--- src/rtl/hazard_stall_ctrl.sv ---
// ---------------------------------------------------------------------------
// hazard_stall_ctrl
//
// Generates the pipeline freeze/bubble controls that sit beside the ID stage:
// the PC and IF/ID register are held and a bubble is loaded into ID/EX when
// the instruction in ID cannot proceed this cycle.
//
// Three hazard sources are detected, all combinationally and in the same
// cycle:
//   loaduse - ID reads a register that the load now in EX will write.
//   branch  - a branch/jr compares its operands in ID. It depends on any GPR
//             write still in EX, or on a load still in MEM.
//   md      - ID uses the mult/div unit while that unit is still busy.
//
// Mult/div occupancy is tracked by md_cnt. md_cnt is loaded when a
// mult/div issues from EX and then counts down to zero.
// A saturating counter records the total number of stall cycles.
//
// Ports:
//   CLK            in   pipeline clock, rising edge
//   Reset          in   asynchronous, active-high reset
//   IDrs/IDrt      in   source register fields of the ID instruction
//   IDUseRs/Rt     in   ID instruction actually reads rs / rt
//   IDBranch       in   ID instruction compares its operands in ID
//   IDMDUse        in   ID instruction uses the mult/div unit or HI/LO
//   EXWriteReg     in   EX destination register
//   EXRegWrite     in   EX instruction writes a GPR
//   EXRegWriteSrc  in   EX write-back source (2'b01 = data memory)
//   EXMDStart      in   EX instruction is mult/multu/div/divu
//   EXMDDiv        in   qualifies EXMDStart: 1 = divide, 0 = multiply
//   MEMWriteReg    in   MEM destination register
//   MEMRegWrite    in   MEM instruction writes a GPR
//   MEMRegWriteSrc in   MEM write-back source (same encoding)
//   PCFrozen       out  hold PC
//   IFIDFrozen     out  hold IF/ID register
//   IDEXClear      out  load a bubble into ID/EX
//   MDBusy         out  mult/div unit busy, including its issue cycle
//   StallCause     out  {md, branch, loaduse} for the current cycle
//   StallCount     out  stall cycles since reset, saturating
// ---------------------------------------------------------------------------
module hazard_stall_ctrl #(
  parameter int MULT_CYCLES = 5,
  parameter int DIV_CYCLES  = 10,
  parameter int LAT_W       = 4,
  parameter int CNT_W       = 32
) (
  input  logic             CLK,
  input  logic             Reset,
  input  logic [4:0]       IDrs,
  input  logic [4:0]       IDrt,
  input  logic             IDUseRs,
  input  logic             IDUseRt,
  input  logic             IDBranch,
  input  logic             IDMDUse,
  input  logic [4:0]       EXWriteReg,
  input  logic             EXRegWrite,
  input  logic [1:0]       EXRegWriteSrc,
  input  logic             EXMDStart,
  input  logic             EXMDDiv,
  input  logic [4:0]       MEMWriteReg,
  input  logic             MEMRegWrite,
  input  logic [1:0]       MEMRegWriteSrc,
  output logic             PCFrozen,
  output logic             IFIDFrozen,
  output logic             IDEXClear,
  output logic             MDBusy,
  output logic [2:0]       StallCause,
  output logic [CNT_W-1:0] StallCount
);

  localparam logic [1:0]       SRC_DMEM  = 2'b01;
  localparam logic [LAT_W-1:0] MULT_LOAD = LAT_W'(MULT_CYCLES);
  localparam logic [LAT_W-1:0] DIV_LOAD  = LAT_W'(DIV_CYCLES);

  logic [LAT_W-1:0] md_cnt;
  logic             ex_hit;
  logic             mem_hit;
  logic             loaduse;
  logic             branch;
  logic             md;
  logic             stall;

  // True when register x is a real (non-$0) source operand of the ID instruction.
  function automatic logic src_hit(input logic [4:0] x,
                                   input logic [4:0] rs, input logic use_rs,
                                   input logic [4:0] rt, input logic use_rt);
    return (x != 5'd0) && (((x == rs) && use_rs) || ((x == rt) && use_rt));
  endfunction

  // NOTE: every signal written here gets a default first, so no path through
  // the block can leave a value unassigned and infer a latch.
  always_comb begin
    ex_hit  = 1'b0;
    mem_hit = 1'b0;
    loaduse = 1'b0;
    branch  = 1'b0;
    md      = 1'b0;
    MDBusy  = 1'b0;

    ex_hit  = src_hit(EXWriteReg,  IDrs, IDUseRs, IDrt, IDUseRt);
    mem_hit = src_hit(MEMWriteReg, IDrs, IDUseRs, IDrt, IDUseRt);

    // Reset must silence every control, even though EXMDStart and the
    // operand fields may still be toggling while reset is high.
    if (!Reset) begin
      loaduse = EXRegWrite && (EXRegWriteSrc == SRC_DMEM) && ex_hit;
      // An ALU result still in MEM can be forwarded to the ID comparator.
      // A load in MEM cannot be forwarded, because its data is not ready yet.
      branch  = IDBranch &&
                ((EXRegWrite && ex_hit) ||
                 (MEMRegWrite && (MEMRegWriteSrc == SRC_DMEM) && mem_hit));
      MDBusy  = (md_cnt != '0) || EXMDStart;
      md      = IDMDUse && MDBusy;
    end
  end

  assign stall      = loaduse | branch | md;
  assign PCFrozen   = stall;
  assign IFIDFrozen = stall;
  assign IDEXClear  = stall;
  assign StallCause = {md, branch, loaduse};

  // A new mult/div issue always reloads the counter, even if it is still
  // counting down; the most recent operation determines availability.
  // NOTE: state registers use non-blocking assignments so that every flop
  // samples values from before the edge, independent of statement order.
  always_ff @(posedge CLK or posedge Reset) begin
    if (Reset) begin
      md_cnt <= '0;
    end else if (EXMDStart) begin
      md_cnt <= EXMDDiv ? DIV_LOAD : MULT_LOAD;
    end else if (md_cnt != '0) begin
      md_cnt <= md_cnt - 1'b1;
    end
  end

  always_ff @(posedge CLK or posedge Reset) begin
    if (Reset) begin
      StallCount <= '0;
    end else if (stall && (StallCount != '1)) begin
      StallCount <= StallCount + 1'b1;
    end
  end

endmodule

--- config.mk ---
export PLATFORM = sky130hd
export DESIGN_NAME = hazard_stall_ctrl
export DESIGN_NICKNAME = d
export VERILOG_FILES = /design/src/rtl/hazard_stall_ctrl.sv
export SDC_FILE = /design/constraint.sdc
export NUM_CORES = 1
export LEC_CHECK = 0
export CORE_MARGIN = 5
export CORE_UTILIZATION = 30
export CTS_CLUSTER_DIAMETER = 120
export DETAILED_ROUTE_END_ITERATION = 12
export HOLD_SLACK_MARGIN = 0.1
export PLACE_DENSITY = 0.6
export SYNTH_ARGS = -nofsm -noshare
export SYNTH_HDL_FRONTEND = slang
export SYNTH_SLANG_ARGS = --single-unit
--- constraint.sdc ---
create_clock -name CLK -period 4.3 [get_ports CLK]
set_clock_uncertainty 0.05 [all_clocks]
set_input_delay 1.075 -clock CLK [delete_from_list [all_inputs] [get_ports CLK]]
set_output_delay 1.075 -clock CLK [all_outputs]
set_load 0.1 [all_outputs]
After elaboration in Yosys (flattened, before gate mapping)

Cells that the tools add are included.
Widths: inputs -> output; s select.

Div/mod/pow operators: 0
Reductions and logical operators: 22
Bitwise logic cells: 2
Multiply operators: 0
Add/subtract/negate cells: 2
Shifts and indexed selects: 0
Order comparisons: 0
Multiplexer cells: 7
Equality and inequality tests: 7

Operator list:

| kind                  | count |
|---|---|
| $add 32x1->32 const B | 1 |
| $ne 32x32->1 const B  | 1 |
| $eq 5x5->1            | 4 |
| $logic_and 1x1->1     | 14 |
| $mux 4                | 3 |
| $reduce_bool 5->1     | 2 |
| $eq 2x1->1 const B    | 2 |
| $logic_or 1x1->1      | 4 |
| $mux 1                | 4 |
| $reduce_bool 4->1     | 1 |
| $sub 4x1->4 const B   | 1 |
| $or 1x1->1            | 2 |
| $reduce_bool 2->1     | 1 |

Logic and storage cells: 42
RAM bits: 0
Latch bits: 0
Bits in registers: 36
Bits in read-only memories: 0
Memories kept: 0

Logic depth before layout (Yosys ltp)

Word-level depth: 11
Depth in mapped cells: 11

Worst setup path after synthesis

OpenSTA, ideal clock, no wires.

Path kind: input -> output
Start: input port Reset
End: output port IFIDFrozen
Cell stages on the path: 6
Arrival: 3.557 ns
Path slack: -0.382 ns
Buffers on the path: 1
Required time: 3.175 ns
Path through: inv_1 -> o311a_1 -> o211ai_2 -> and2_2 -> inv_1 -> buf_4

Longest elaborated chain between the ends: 3

Ends and longest elaborated chain:

| what            | RTL line | RTL |
|---|---|---|
| start, declared | 48       | `input logic Reset,` |
| $mux 1          | 105      | `if (!Reset) begin` |
| $or 1x1->1      | 117      | `assign stall = loaduse \| branch \| md;` |
| $or 1x1->1 *    | 117      |  |
| end, declared   | 64       | `output logic IFIDFrozen,` |

Mark *: on every way between the ends. The rest lies on a longest branch, timed or not.

Worst setup path in the final report

Start: input port MEMWriteReg[2]
End: output port IDEXClear

Longest elaborated chain between the ends: 10

Ends and longest elaborated chain:

| what                      | RTL line | RTL |
|---|---|---|
| start, declared           | 60       | `input logic [4:0] MEMWriteReg,` |
| $eq 5x5->1                | 87       | `return (x != 5'd0) && (((x == rs) && use_rs) \|\| ((x == rt) && use_rt));` |
| $logic_and 1x1->1         | 87       |  |
| $logic_or 1x1->1          | 87       |  |
| $logic_and 1x1->1 *       | 87       |  |
| $logic_and 1x1->1 *       | 111      | `(MEMRegWrite && (MEMRegWriteSrc == SRC_DMEM) && mem_hit));` |
| $logic_or 1x1->1 *        | 110      | `((EXRegWrite && ex_hit) \|\|` |
| $logic_and 1x1->1 *       | 109      | `branch = IDBranch &&` |
| $mux 1 *                  | 105      |  |
| $or 1x1->1 * (2 in a row) | 117      |  |
| end, declared             | 65       | `output logic IDEXClear,` |

Marked as above.

==> impl_results.md <==
* Switch share at between 40% and 50%
* Relative contribution of combinational cells to total power at 39.8%
* Worst max-slew margin expressed relative to the limit at 34.4%
* Final-layout fill cell count at 671
* Avg WL per Cell at between 10 and 15 um
* Arrival time at the worst endpoint at 3.02 ns
* Area of the placeable core at 6870 um^2
* CP Class: input pin to output port
* Initial core utilization at 31.3%
* X dimension of the die at 94.7 um
* CP delay by family, top: simple AND/OR/NAND/NOR gates
* Area added between synthesis and finish at 44.1%
* Last weighted congestion value of the routability-driven placer at 0.767
* Iter 0 DRT Violations at 57
* Routed Wire Length at 5000 um
* HP Class: flip-flop to flip-flop
* Hold-fix buffers at CTS at 0
* Maximum Capacitance Violations at 0
* Number of nets in the final layout at 319
* Vias in the first global route at 1,852
* Largest net degree at the start of global routing at 37
* Shortest clock period the worst path allows after layout at 4.14 ns
* Static leakage at between 0.001 and 0.0015 uW
* Post-synth design cell area at 2150 um^2
* Startpoint of the most critical setup path: MEMWriteReg[2]
* Final Hold Slack at approximately 0.44 ns
* Critical Path End Type: output port
* Num CTS Buffers at 5
* Count of boundary I/O pins at 73
* Power density relative to cell area at ~360 nW/um^2
* Part of the cycle the worst path needs at slightly below 100%
* Reg2Reg Setup Slack at 2.09 ns
* FMAX at 241 MHz
* Status: finished, final reports clean
* Maximum ir drop on the vdd rail at between 0.15 and 0.2 mV
* Final-layout setup total negative slack at 0 ns
* Count of buffer and inverter cells on the critical path at 3
* Reg2reg path depth at 7
* DP HPWL at 3920 um
* Sequential cell area at 901 um^2
* Maximum fanout along the worst path at 4
* Switching power at 463 uW
* TritonCTS clock tree: built
* Cells along the critical path: clkdlybuf4s50_1 -> or4_1 -> nor2_1 -> nor4_1 -> a21oi_2 -> and2_2 -> inv_1 -> buf_12
* Library cells used by synthesis at 39
* Total number of vias at 1,786
* Clock power frac at between 20% and 30%
* Nets in the synthesized netlist at 247
* Clock-pin transition on the worst setup and hold timing paths at around 0.070 ns
* Area fraction of the dominant cell type after synthesis at 41.9%
* Path length in cells of the critical path at 8
* Multi-input gate area in the final layout at approximately 1200 um^2
* Number of hold violations in the final report at 0
* Number of setup violations in the final report at 0
* Number of resized instances in the post-cts repair step at 0
* Sinks on Clock Net at 36
* Total power at around 1100 uW
* Buffers on Ports at 72
* Reg-to-Reg Start: StallCount[24]
* Share of layout cells above drive strength 1 at 12.0%
* Sequential element share of the synthesized area at 41.9%
* Sequential power share at 37.4%
* Leading cell types by total area after synthesis: sky130_fd_sc_hd__dfrtp_1 42%, sky130_fd_sc_hd__xnor2_1 19%, sky130_fd_sc_hd__nand4_1 5.8%, sky130_fd_sc_hd__and3_1 2.9%, sky130_fd_sc_hd__nand2_1 2.8%
* Number of standard cells after synthesis at 210
* Number of core rows at 30
* DR pass1 iterations at 5
* Chip height at between 90 and 100 um
* Number of design rule violations left after detail routing at 0
* Area enclosed by the die boundary at between 8000 and 9000 um^2
* Post-DRT Antenna Nets at 0
* RSZ-0062 raised after global routing: no
* H-Tree Depth at 2
* Number of diodes at 0
* Buffers inserted during post-CTS setup optimization at 0
* Synth warnings at 0
* Post-synthesis average cell area at 10.2 um^2
* Worst-case clock buffer depth at 2
* Clock latency on the worst-skew pair at 0.29 ns
* Number of register bits inferred by synthesis at 36
* Internal power at 641 uW
* Actual slew at the worst max-slew pin at 0.982 ns
* Maximum cell stage delay along the critical path at 0.51 ns
* Critical Path Start Type: input pin
* Standard cell with the maximum stage delay on the critical path: sky130_fd_sc_hd__or4_1
* Global routing usage summed across all routing layers at 11.9%
* Grt ovf at 0
* Wire length of the first global-routing pass at 8520 um
* Root buffer cell: sky130_fd_sc_hd__clkbuf_8
* Capture point of the worst path: IDEXClear
* Crit Reg-Reg Endpoint: StallCount[1]
* Initial antenna violation count at 0
* Cell accounting for the most synthesized area: sky130_fd_sc_hd__dfrtp_1
* Detail-routed via count per cell at approximately 4.7
* Max-slew violation total from the final report at 0
* Data required, critical path at 3.17 ns
==> synth_stat cells (all sizes together) <==
cell type and instances:
and2 6, nand3 12, a21o 1, ha 3, o21ai 3, nor3 4, nor4 1, xor2 3
o311a 1, nor2 9, or3 2, a32o 1, and3 12, dfrtp 36, o211ai 1, a211oi 1
o22ai 2, and4 3, nand4 20, clkbuf 1, nor2b 1, or4 1, xnor2 47, nand2 16
mux2 4, inv 4, and4bb 1, nand2b 1, nor4b 1, a21oi 3, buf 9
==> power by group through the flow <==
stage          combinational (uW)  clock, uW  sequential, uW
6_report                      439        252             413
5_1_grt                       462        273             419
4_1_cts                       443        259             414
3_5_place_dp                  440          0             420
3_3_place_gp                  438          0             419
2_1_floorplan                 127          0             603
==> cells in the final DEF, fill, tap and decap left out, types with 5 or more instances in the layout <==
master and count:
sky130_fd_sc_hd__buf_12 6, sky130_fd_sc_hd__and3_1 10, sky130_fd_sc_hd__clkbuf_8 6, sky130_fd_sc_hd__clkdlybuf4s50_1 65
sky130_fd_sc_hd__and2_1 5, sky130_fd_sc_hd__xnor2_1 47, sky130_fd_sc_hd__nand3_1 9, sky130_fd_sc_hd__nand2_1 16
sky130_fd_sc_hd__nand4_1 20, sky130_fd_sc_hd__nor2_1 8, sky130_fd_sc_hd__dfrtp_1 36
==> metrics by stage <==
step / std cells / utilization [%] / setup WS (ns) / area [um^2]
6_report: 379 / 45.2 / 0.158 / 3100
5_1_grt: 379 / 45.2 / 0.0669 / 3100
4_1_cts: 379 / 45.2 / 0.158 / 3100
3_5_place_dp: 371 / 43.8 / 0.159 / 3010
3_3_place_gp: 371 / 43.8 / 0.201 / 3010
2_1_floorplan: 210 / - / 0.00970 / 2160
==> kinds of logic after synthesis <==
family	share of synthesized area (%)
fa+ha+maj	1.74
buf+inv	4.13
xor+xnor	20.3
mux	2.09
flops	41.9
simple gates	25.3
compound gates	4.53
==> cell type report <==
type / count / share of cell area [%]
sequential: 36 / 29.0
clock buffer: 7 / 2.78
inverter: 4 / 0.605
timing repair buffer: 75 / 25.8
clock inverter: 1 / 0.242
tap: 96 / 3.87
multi-input combinational: 160 / 37.6
==> layer usage <==
layer,share of wire (%),up-vias,GRT usage [%]
met2,48,50,19.1
li1,-,884,-
met3,5.6,6,3.19
met1,45,846,15.6
met4,1.3,0,3.25
met5,0,-,0
==> worst min path at each step <==
stage	slack (ns)	end	startpoint	cells past startpoint
finish	0.44	StallCount[23]	StallCount[23]	1
CTS	0.45	StallCount[18]	StallCount[18]	1
floorplan	0.41	md_cnt[0]	md_cnt[0]	2
detailed placement	0.44	StallCount[23]	StallCount[23]	1
global route	0.47	StallCount[4]	StallCount[4]	1
global placement	0.43	StallCount[18]	StallCount[18]	1
==> flip-flops by register name, indices dropped and copies added (netlist names) <==
signal,flops
StallCount,32
md_cnt,4
(Power assumes the default switching activity.)
